`config.mk`:
```
export PLATFORM = sky130hd
export DESIGN_NAME = memory_arbiter
export DESIGN_NICKNAME = d
export VERILOG_FILES = /design/src/rtl/memory_arbiter.sv
export SDC_FILE = /design/constraint.sdc
export NUM_CORES = 1
export LEC_CHECK = 0
export ABC_AREA = 1
export CORE_MARGIN = 2
export CORE_UTILIZATION = 40
export CTS_CLUSTER_SIZE = 24
export DETAILED_ROUTE_END_ITERATION = 10
export PLACE_DENSITY = 0.81
export SLEW_MARGIN = 10
export SYNTH_ARGS = -nofsm -noshare
export SYNTH_HDL_FRONTEND = slang
export SYNTH_SLANG_ARGS = --single-unit
```
`constraint.sdc`:
```
create_clock -name clk -period 1.68 [get_ports clk]
set_input_delay 0.336 -clock clk [delete_from_list [all_inputs] [get_ports clk]]
set_output_delay 0.336 -clock clk [all_outputs]
set_load 0.02 [all_outputs]
```
`src/rtl/memory_arbiter.sv`:
```
// Two-master arbiter (instruction fetch, load/store) in front of one single-port memory.
// Data normally wins; fetch is forced through after STARVE_LIMIT consecutive data grants.
module memory_arbiter #(
  parameter int unsigned STARVE_LIMIT = 4
) (
  input  logic        clk,
  input  logic        rst_n,
  input  logic        instr_req,
  input  logic [31:0] instr_addr,
  output logic        instr_ready,
  output logic [31:0] instr_rdata,
  input  logic        data_req,
  input  logic [31:0] data_addr,
  input  logic        data_we,
  input  logic [1:0]  data_mask,
  input  logic [31:0] data_wdata,
  output logic        data_ready,
  output logic [31:0] data_rdata,
  output logic        mem_req,
  output logic [31:0] mem_addr,
  output logic        mem_we,
  output logic [1:0]  mem_mask,
  output logic [31:0] mem_wdata,
  input  logic        mem_ack,
  input  logic [31:0] mem_rdata,
  output logic        busy
);

  typedef enum logic [1:0] {
    MEM_BYTE     = 2'd0,
    MEM_HALFWORD = 2'd1,
    MEM_WORD     = 2'd2
  } memory_mask_t;

  typedef enum logic [1:0] {
    IDLE       = 2'd0,
    BUSY_INSTR = 2'd1,
    BUSY_DATA  = 2'd2
  } state_t;

  state_t       state_q;
  logic [3:0]   starve_cnt_q;
  logic         mem_req_q;
  logic [31:0]  mem_addr_q;
  logic         mem_we_q;
  memory_mask_t mem_mask_q;
  logic [31:0]  mem_wdata_q;
  logic         instr_ready_q;
  logic         data_ready_q;
  logic [31:0]  instr_rdata_q;
  logic [31:0]  data_rdata_q;

  logic starved;
  logic grant_data;
  logic grant_instr;

  assign starved     = (starve_cnt_q == 4'(STARVE_LIMIT));
  assign grant_data  = data_req && !(instr_req && starved);
  assign grant_instr = instr_req && !grant_data;

  always_ff @(posedge clk or negedge rst_n) begin
    if (!rst_n) begin
      state_q       <= IDLE;
      starve_cnt_q  <= 4'd0;
      mem_req_q     <= 1'b0;
      mem_addr_q    <= 32'd0;
      mem_we_q      <= 1'b0;
      mem_mask_q    <= MEM_BYTE;
      mem_wdata_q   <= 32'd0;
      instr_ready_q <= 1'b0;
      data_ready_q  <= 1'b0;
      instr_rdata_q <= 32'd0;
      data_rdata_q  <= 32'd0;
    end else begin
      // Ready outputs are single-cycle pulses unless re-armed below.
      instr_ready_q <= 1'b0;
      data_ready_q  <= 1'b0;
      case (state_q)
        IDLE: begin
          if (grant_data) begin
            state_q     <= BUSY_DATA;
            mem_req_q   <= 1'b1;
            mem_addr_q  <= data_addr;
            mem_we_q    <= data_we;
            mem_mask_q  <= memory_mask_t'(data_mask);
            mem_wdata_q <= data_wdata;
            if (instr_req && !starved) begin
              starve_cnt_q <= starve_cnt_q + 4'd1;
            end
          end else if (grant_instr) begin
            state_q      <= BUSY_INSTR;
            mem_req_q    <= 1'b1;
            mem_addr_q   <= instr_addr;
            mem_we_q     <= 1'b0;
            mem_mask_q   <= MEM_WORD;
            mem_wdata_q  <= 32'd0;
            starve_cnt_q <= 4'd0;
          end
        end
        BUSY_INSTR: begin
          if (mem_ack) begin
            state_q       <= IDLE;
            mem_req_q     <= 1'b0;
            instr_ready_q <= 1'b1;
            instr_rdata_q <= mem_rdata;
          end
        end
        BUSY_DATA: begin
          if (mem_ack) begin
            state_q      <= IDLE;
            mem_req_q    <= 1'b0;
            data_ready_q <= 1'b1;
            // Stores leave the last load result visible.
            if (!mem_we_q) begin
              data_rdata_q <= mem_rdata;
            end
          end
        end
        default: begin
          state_q   <= IDLE;
          mem_req_q <= 1'b0;
        end
      endcase
    end
  end

  assign instr_ready = instr_ready_q;
  assign instr_rdata = instr_rdata_q;
  assign data_ready  = data_ready_q;
  assign data_rdata  = data_rdata_q;
  assign mem_req     = mem_req_q;
  assign mem_addr    = mem_addr_q;
  assign mem_we      = mem_we_q;
  assign mem_mask    = mem_mask_q;
  assign mem_wdata   = mem_wdata_q;
  assign busy        = (state_q != IDLE);

endmodule
```
Word level (Yosys, flattened, before mapping). Cells that the tools add are included.

Register bits: 140. Logic and storage cells: 57.

Add/subtract/negate cells: 1. Equal/unequal tests: 6. Multiplexer cells: 22. Bitwise gates (word level): 1. Reduce and logical (&&, ||, !) cells: 16.

Operators with widths (number): $mux 32 (4); $mux 4 (3); $mux 2 (5); $mux 1 (8); $reduce_and 2->1 (3); $reduce_and 3->1 (2); $add 4x1->4 const B (1); $eq 4x3->1 const B (1); $logic_and 1x1->1 (4); $ne 2x1->1 const B (2); $pmux 2 s2 (1); $reduce_bool 2->1 (2); $logic_not 1->1 (3); $ne 3x3->1 const B (1); $eq 2x1->1 const B (1); $eq 2x2->1 const B (1); $logic_not 2->1 (1); $pmux 1 s2 (1); $reduce_or 2->1 (1); $not 1->1 (1).

Longest topological paths before layout. Gate-level depths: netlist of the first run.

Depth in word-level cells: 9. Gate-level depth with buffers: 10. Gate-level depth less buffers: 9.

Worst setup path before layout of the first run. Ideal clock, no wire load.

Path type: register -> register. Start: reg state_q[0]. End: reg mem_wdata_q[20] (netlist: mem_wdata[20]). Setup time: 121 ps. Data arrival time: 1384 ps. Required time: 1559 ps. Setup slack: 176 ps. Cell stages (with the launch flop): 10. Period minus slack after synthesis: 1504 ps. Cell sequence: dfrtp_1 -> inv_1 -> ha_1 -> inv_1 -> nor2_8 -> inv_2 -> buf_6 -> buf_6 -> nand2_1 -> o21ai_1.

Word-level cells in the longest chain between the ends: 2.

RTL lines: start: declaration (RTL line 41) `state_t state_q;`; start signal: assignment (RTL line 63) `state_q <= IDLE;`; start signal: assignment (RTL line 81) `state_q <= BUSY_DATA;`; start signal: assignment (RTL line 91) `state_q <= BUSY_INSTR;`; $logic_not 2->1 (RTL line 78) `case (state_q)`; $reduce_and 2->1 (no line); end signal: assignment (RTL line 86) `mem_wdata_q <= data_wdata;`; end: declaration (RTL line 47) `logic [31:0] mem_wdata_q;`.

No other way between the ends. A chain may end at the register's enable or synchronous reset.

Worst setup path after layout of the first run.
Start: reg state_q[0]. End: out busy.

Word-level cells in the longest chain between the ends: 1.

RTL lines: $reduce_bool 2->1 (RTL line 136) `assign busy = (state_q != IDLE);`; end: declaration (RTL line 26) `output logic busy`.

No other way between the ends.

==> results of run 1 <==
==> kinds of logic (layout without fill, tap and decap cells) <==
group	count (synthesis)	in the layout	share of synthesized area
xor gates and xnor gates	1	1	0.00144
buffers and inverters	151	442	0.107
adders and majority gates	5	5	0.0103
AOI/OAI and AO/OA	107	107	0.0889
DFF	140	140	0.577
and+or+nand+nor	317	317	0.215
==> state kept, by name, indices dropped and copies added, names as in the netlist <==
register	cells
mem_mask	2
mem_addr	32
starve_cnt_q	4
data_ready	1
instr_rdata	32
data_rdata	32
mem_wdata	32
state_q	2
instr_ready	1
mem_req	1
mem_we	1
==> power breakdown <==
group	internal [mW]	switching, mW
logic	2.99	4.72
registers	4.95	0.823
clock network	2.30	1.50
==> cell usage in the layout, fill, tap and decap left out, types with 2 or more instances in the layout <==
cell,n
dfrtp_1,140
clkbuf_16,17
inv_2,2
clkinvlp_4,4
ha_1,5
o21ai_0,93
inv_1,108
nand3_1,64
nand4_1,3
o21ai_1,11
dlygate4sd2_1,134
buf_12,14
nand2_1,241
o22ai_1,2
nand2_2,4
clkinv_4,2
buf_4,16
bufinv_16,2
inv_8,2
nor2_1,2
clkbuf_8,2
clkdlybuf4s50_1,134
inv_6,3
==> through the flow <==
stage / power [mW] / instance area (um2)
6_report: 17.3 / 9620
2_1_floorplan: 10.1 / 6070
3_3_place_gp: 14.5 / 9170
5_1_grt: 18.4 / 9620
3_5_place_dp: 14.7 / 9170
4_1_cts: 17.4 / 9620
==> path summary, 6_finish.rpt <==
check                              from             to  slack, ns  depth (start not counted)
setup / recovery             state_q[0]           busy       0.07                          4
hold / removal                    rst_n  data_rdata[7]       0.42                          2
setup reg to reg             state_q[0]  mem_wdata[10]       0.10                          8
hold reg to reg            mem_addr[10]   mem_addr[10]       0.47                          2
max in group asynchronous         rst_n         mem_we       0.75                          3
min in group clk           mem_addr[10]   mem_addr[10]       0.47                          2
==> final cells by class <==
class	count	area, um2	area share
clock inverter	13	156	0.0163
multi-input combinational	430	1920	0.200
timing repair buffer	300	2940	0.305
inverter	110	413	0.0429
clock buffer	19	453	0.0471
tap	188	235	0.0244
sequential	140	3500	0.364
==> worst max-delay path: cells and delay by family (launching register included) <==
family,cells,cell delay [ns]
DFF,1,0.38
buffers and inverters,3,0.30
adders and majority gates,1,0.18
==> layer usage <==
layer,part of all wire,vias up,track usage
met5,0,-,0
met4,0.012,0,0.0562
met3,0.076,19,0.0708
met2,0.49,221,0.378
met1,0.42,2609,0.265
li1,-,2783,-
==> repair_timing <==
item                                    4_1_cts  5_1_grt
hold buffers                                  1        0
resized for setup                           138        4
endpoints found under the hold margin        34        0
endpoints found under the setup margin      135       56
==> metrics.txt, run 1 <==
Worst Max-Slew Pin Slew roughly 0.48 ns; crit share post-route 0.958; Lkg Pwr 5.17 nW; TritonCTS clock tree yes; CTS H-tree lvls 4; clk slew on worst S/H paths 0.06 ns; placer congestion estimate 0.805; Clk Latency, worst-skew pair 0.41 ns; Distinct cells, synth 21; Worst path max stage delay 0.38 ns; Die Y 127 um; IO Pins around 270; global-route wire length before repair 27900 um; Initial Utilization 0.404; initial drt markers approximately 300; Mapped Area 6070 um2; Setup Skew 0.00942 ns; top-count cell post-synth nand2_1; FP Rows 45; CP required 1.34 ns; Worst Slack Setup Final 0.0708 ns; fill count about 1300; maxcap violations 0; post-synthesis sequential area ratio 0.577; largest net degree at the start of global routing 65; top post-synthesis cells by area dfrtp_1, nand2_1, o21ai_0; Inst Count DP 1167; most used cell, CP inv_1; Final nets 1140; clock tree buffer depth 2; cell taking the most area after synthesis dfrtp_1; Min Hold Slack 0.417 ns; clk sinks 140; Layout area overhead 58.6%; crit-path cells inv_1, ha_1, inv_1, buf_4; post-DP HPWL 12500 um; Avg Inst Size Synth 8.41 um2; Ys Warns 0; cell count after synthesis 721; Core Footprint between 15000 and 20000 um2; kind of critical path flop to primary output; crit path time final 1.61 ns; predominant post-synthesis flop cell dfrtp_1; status finished clean; Max Fanout on Critical Path 2; TritonCTS buffer count 17; Max VDD drop 0.000861 V; wire length per cell 14.1 um; startpoint types flop; maximum operating frequency 621 MHz; WL final between 15000 and 20000 um; non-filler cells, final 1200; Die X 127 um; die area roughly 16000 um2; post-route setup TNS 0 ns; Worst path slowest cell dfrtp_1; Final Util 0.640; Via density ~4.7; CP arrival between 1 and 1.5 ns; Max Slew Vio Count 0; total setup buffers inserted after CTS 0; P per Cell Area 1800 nW/um2; Final ANT Viol Nets 0; layout cells sized above 1 0.0711; Max-slew headroom 0.678; First-pass DRT Iterations 4; initial antenna violation count 0; remaining global-route overflow 0; FF+latch count, synth 140; GR Util All Layers 0.218; Post-route DRC 0; Clock Root Buffer clkbuf_16; Async SR Flop Fraction 1.00; post-synth top area share 0.577; DR vias 5632; top cells by count, synth nand2_1, dfrtp_1, inv_1; type of the most critical hold path primary input to asynchronous set/reset pin; Finish-stage setup viols 0; final hold vios 0; dpl ws -0.0364 ns; ant diodes 0; Post-synth EDFFs 0; port buffer count 270; number of global-route vias before repair around 5600; Crit. End Element primary output; syn nets 862
Power figures use the tool's default switching activity.
==> run 2: changes to the inputs <==
--- a/config.mk
+++ b/config.mk
@@ -8,6 +8,7 @@
 export ABC_AREA = 1
 export CORE_MARGIN = 2
 export CORE_UTILIZATION = 40
+export CTS_BUF_LIST = sky130_fd_sc_hd__clkbuf_2 sky130_fd_sc_hd__clkbuf_4 sky130_fd_sc_hd__clkbuf_8
 export CTS_CLUSTER_SIZE = 24
 export DETAILED_ROUTE_END_ITERATION = 10
 export PLACE_DENSITY = 0.81
==> run 2 against run 1 <==
  * Combinational power grew 0.5%
  * Global-route usage shrank 0.39 points
  * Die area is the same
  * Utilization shrank 1.1 points
  * Clock skew grew 0.0028 ns
  * Sequential share of layout area grew 0.64 points
  * Register-to-register slack is essentially flat
  * Clock power shrank 26%
  * Cell area shrank 1.7%
==> metrics.txt, run 2 (same netlist as run 1, synthesis figures left out) <==
maximum operating frequency 616 MHz (was 621 MHz); remaining global-route overflow 0 (unchanged); initial drt markers 289 (was 307); Max VDD drop 0.000798 V (was 0.000861 V); initial antenna violation count 0 (unchanged); register area 3500 um2 (unchanged); DR top layer met4 (unchanged); Lkg Pwr 5.09 nW (was 5.17 nW); P per Cell Area 1720 nW/um2 (was 1800 nW/um2); area of the multi-input gates 1930 um2 (was 1920 um2); Clk Latency, worst-skew pair 0.44 ns (was 0.41 ns); non-filler cells, final 1203 (was 1200); ant diodes 0 (unchanged); die area 16200 um2 (unchanged); Post-route DRC 0 (unchanged); Max Slew Vio Count 0 (unchanged); TritonCTS buffer count 17 (unchanged); type of the most critical hold path primary input to asynchronous set/reset pin (unchanged); clk slew on worst S/H paths 0.08 ns (was 0.06 ns); DR vias 5601 (was 5632); met2 wire len 8160 um (was 8340 um); FP Rows 45 (unchanged); Setup Skew 0.0122 ns (was 0.00942 ns); Initial Utilization 0.404 (unchanged); GR Util All Layers 0.214 (was 0.218); Crit path buffers/inverters 3 (unchanged); Final ANT Viol Nets 0 (unchanged); crit-path cells inv_2, ha_2, inv_1, buf_4 (was inv_1, ha_1, inv_1, buf_4); Worst path max stage delay 0.40 ns (was 0.38 ns); placer congestion estimate 0.805 (unchanged); largest net degree at the start of global routing 65 (unchanged); Min Hold Slack 0.388 ns (was 0.417 ns); highest-count cells in the layout ignoring fill and taps nand2_1, dfrtp_1, clkdlybuf4s50_1, dlygate4sd2_1, inv_1 (unchanged); IO Pins 271 (unchanged); Clock Root Buffer clkbuf_8 (was clkbuf_16); post-DP HPWL 12500 um (unchanged); clk sinks 140 (unchanged); Worst path slowest cell dfrtp_1 (unchanged); clock tree buffer depth 2 (unchanged); Layout area overhead 55.8% (was 58.6%); kind of critical path flop to primary output (unchanged); Crit. End Element primary output (unchanged); final hold vios 0 (unchanged); WL met1 7050 um (was 7140 um); Finish-stage setup viols 0 (unchanged); Final nets 1143 (was 1140); Via density 4.66 (was 4.69); Max-slew headroom 0.675 (was 0.678); First-pass DRT Iterations 4 (unchanged); Die Y 127 um (unchanged); Inst Count DP 1167 (unchanged); worst setup path startpoint state_q[0] (unchanged); fill count 1306 (was 1272); CP top delay family flip-flops (unchanged); WL final 16700 um (was 17000 um); crit path time final 1.62 ns (was 1.61 ns); Reg-to-Reg Start state_q[1] (was state_q[0]); port buffer count 270 (unchanged); Die X 127 um (unchanged); global-route wire length before repair 27500 um (was 27900 um); TritonCTS clock tree yes (unchanged); layout cells sized above 1 0.0759 (was 0.0711); Final Util 0.629 (was 0.640); Worst Max-Slew Pin Slew 0.483 ns (was 0.478 ns); Max Fanout on Critical Path 2 (unchanged); WL met3 1280 um (about the same); crit share post-route 0.966 (was 0.958); startpoint types flop (unchanged); number of global-route vias before repair 5554 (was 5629); status finished clean (unchanged); Core Footprint 15000 um2 (unchanged); CTS H-tree lvls 4 (unchanged); wire length per cell 13.9 um (was 14.1 um); commonest non-fill, non-tap cell in the layout nand2_1 (unchanged); CP required 1.34 ns (about the same); CP arrival 1.29 ns (was 1.27 ns); maxcap violations 0 (unchanged)
[run 2: worst paths after layout]
kind                            cells past startpoint             end  slack [ns]
worst max-delay path                                4            busy        0.06
worst min-delay path                                2   mem_wdata[21]        0.39
worst max register to register                      8  data_rdata[25]        0.09
worst min register to register                      2    mem_addr[10]        0.48
max in group asynchronous                           3          mem_we        0.77
min in group clk                                    3    mem_wdata[4]        0.46
[run 2: stage by stage]
step / total power [mW] / setup TNS [ns] / cell area, um2 / setup slack (ns)
detailed placement: 14.7 / -0.0749 / 9170 / -0.0364
global placement: 14.5 / 0 / 9170 / 0.0276
CTS: 16.4 / 0 / 9430 / 0.00345
global route: 17.5 / -0.000522 / 9460 / -0.000292
floorplan: 10.1 / 0 / 6070 / 0.176
finish: 16.3 / 0 / 9460 / 0.0569
[run 2: final cells by class]
class                      instances  area share
timing repair buffer             303       0.313
tap                              188      0.0249
inverter                         110      0.0437
clock inverter                    13      0.0165
multi-input combinational        430       0.204
clock buffer                      19      0.0277
sequential                       140       0.371
[run 2: layer usage]
| layer | vias to the layer above | GRT usage |
|---|---|---|
| li1 | 2785 | - |
| met5 | - | 0 |
| met3 | 18 | 0.0695 |
| met1 | 2575 | 0.265 |
| met2 | 223 | 0.364 |
| met4 | 0 | 0.0582 |
[run 2: what timing repair did]
item / in CTS / in global routing
setup endpoints to repair: 135 / 55
endpoints found under the hold margin: 34 / 0
pin swaps: 0 / 0
hold buffers: 1 / 0
buffers inserted: 0 / 3
resized for setup: 139 / 5
[run 2: where the power goes]
| part | internal (mW) | switching, mW | total (mW) |
|---|---|---|---|
| clock | 1.44 | 1.37 | 2.81 |
| sequential | 4.94 | 0.812 | 5.75 |
| combinational | 3.02 | 4.72 | 7.75 |
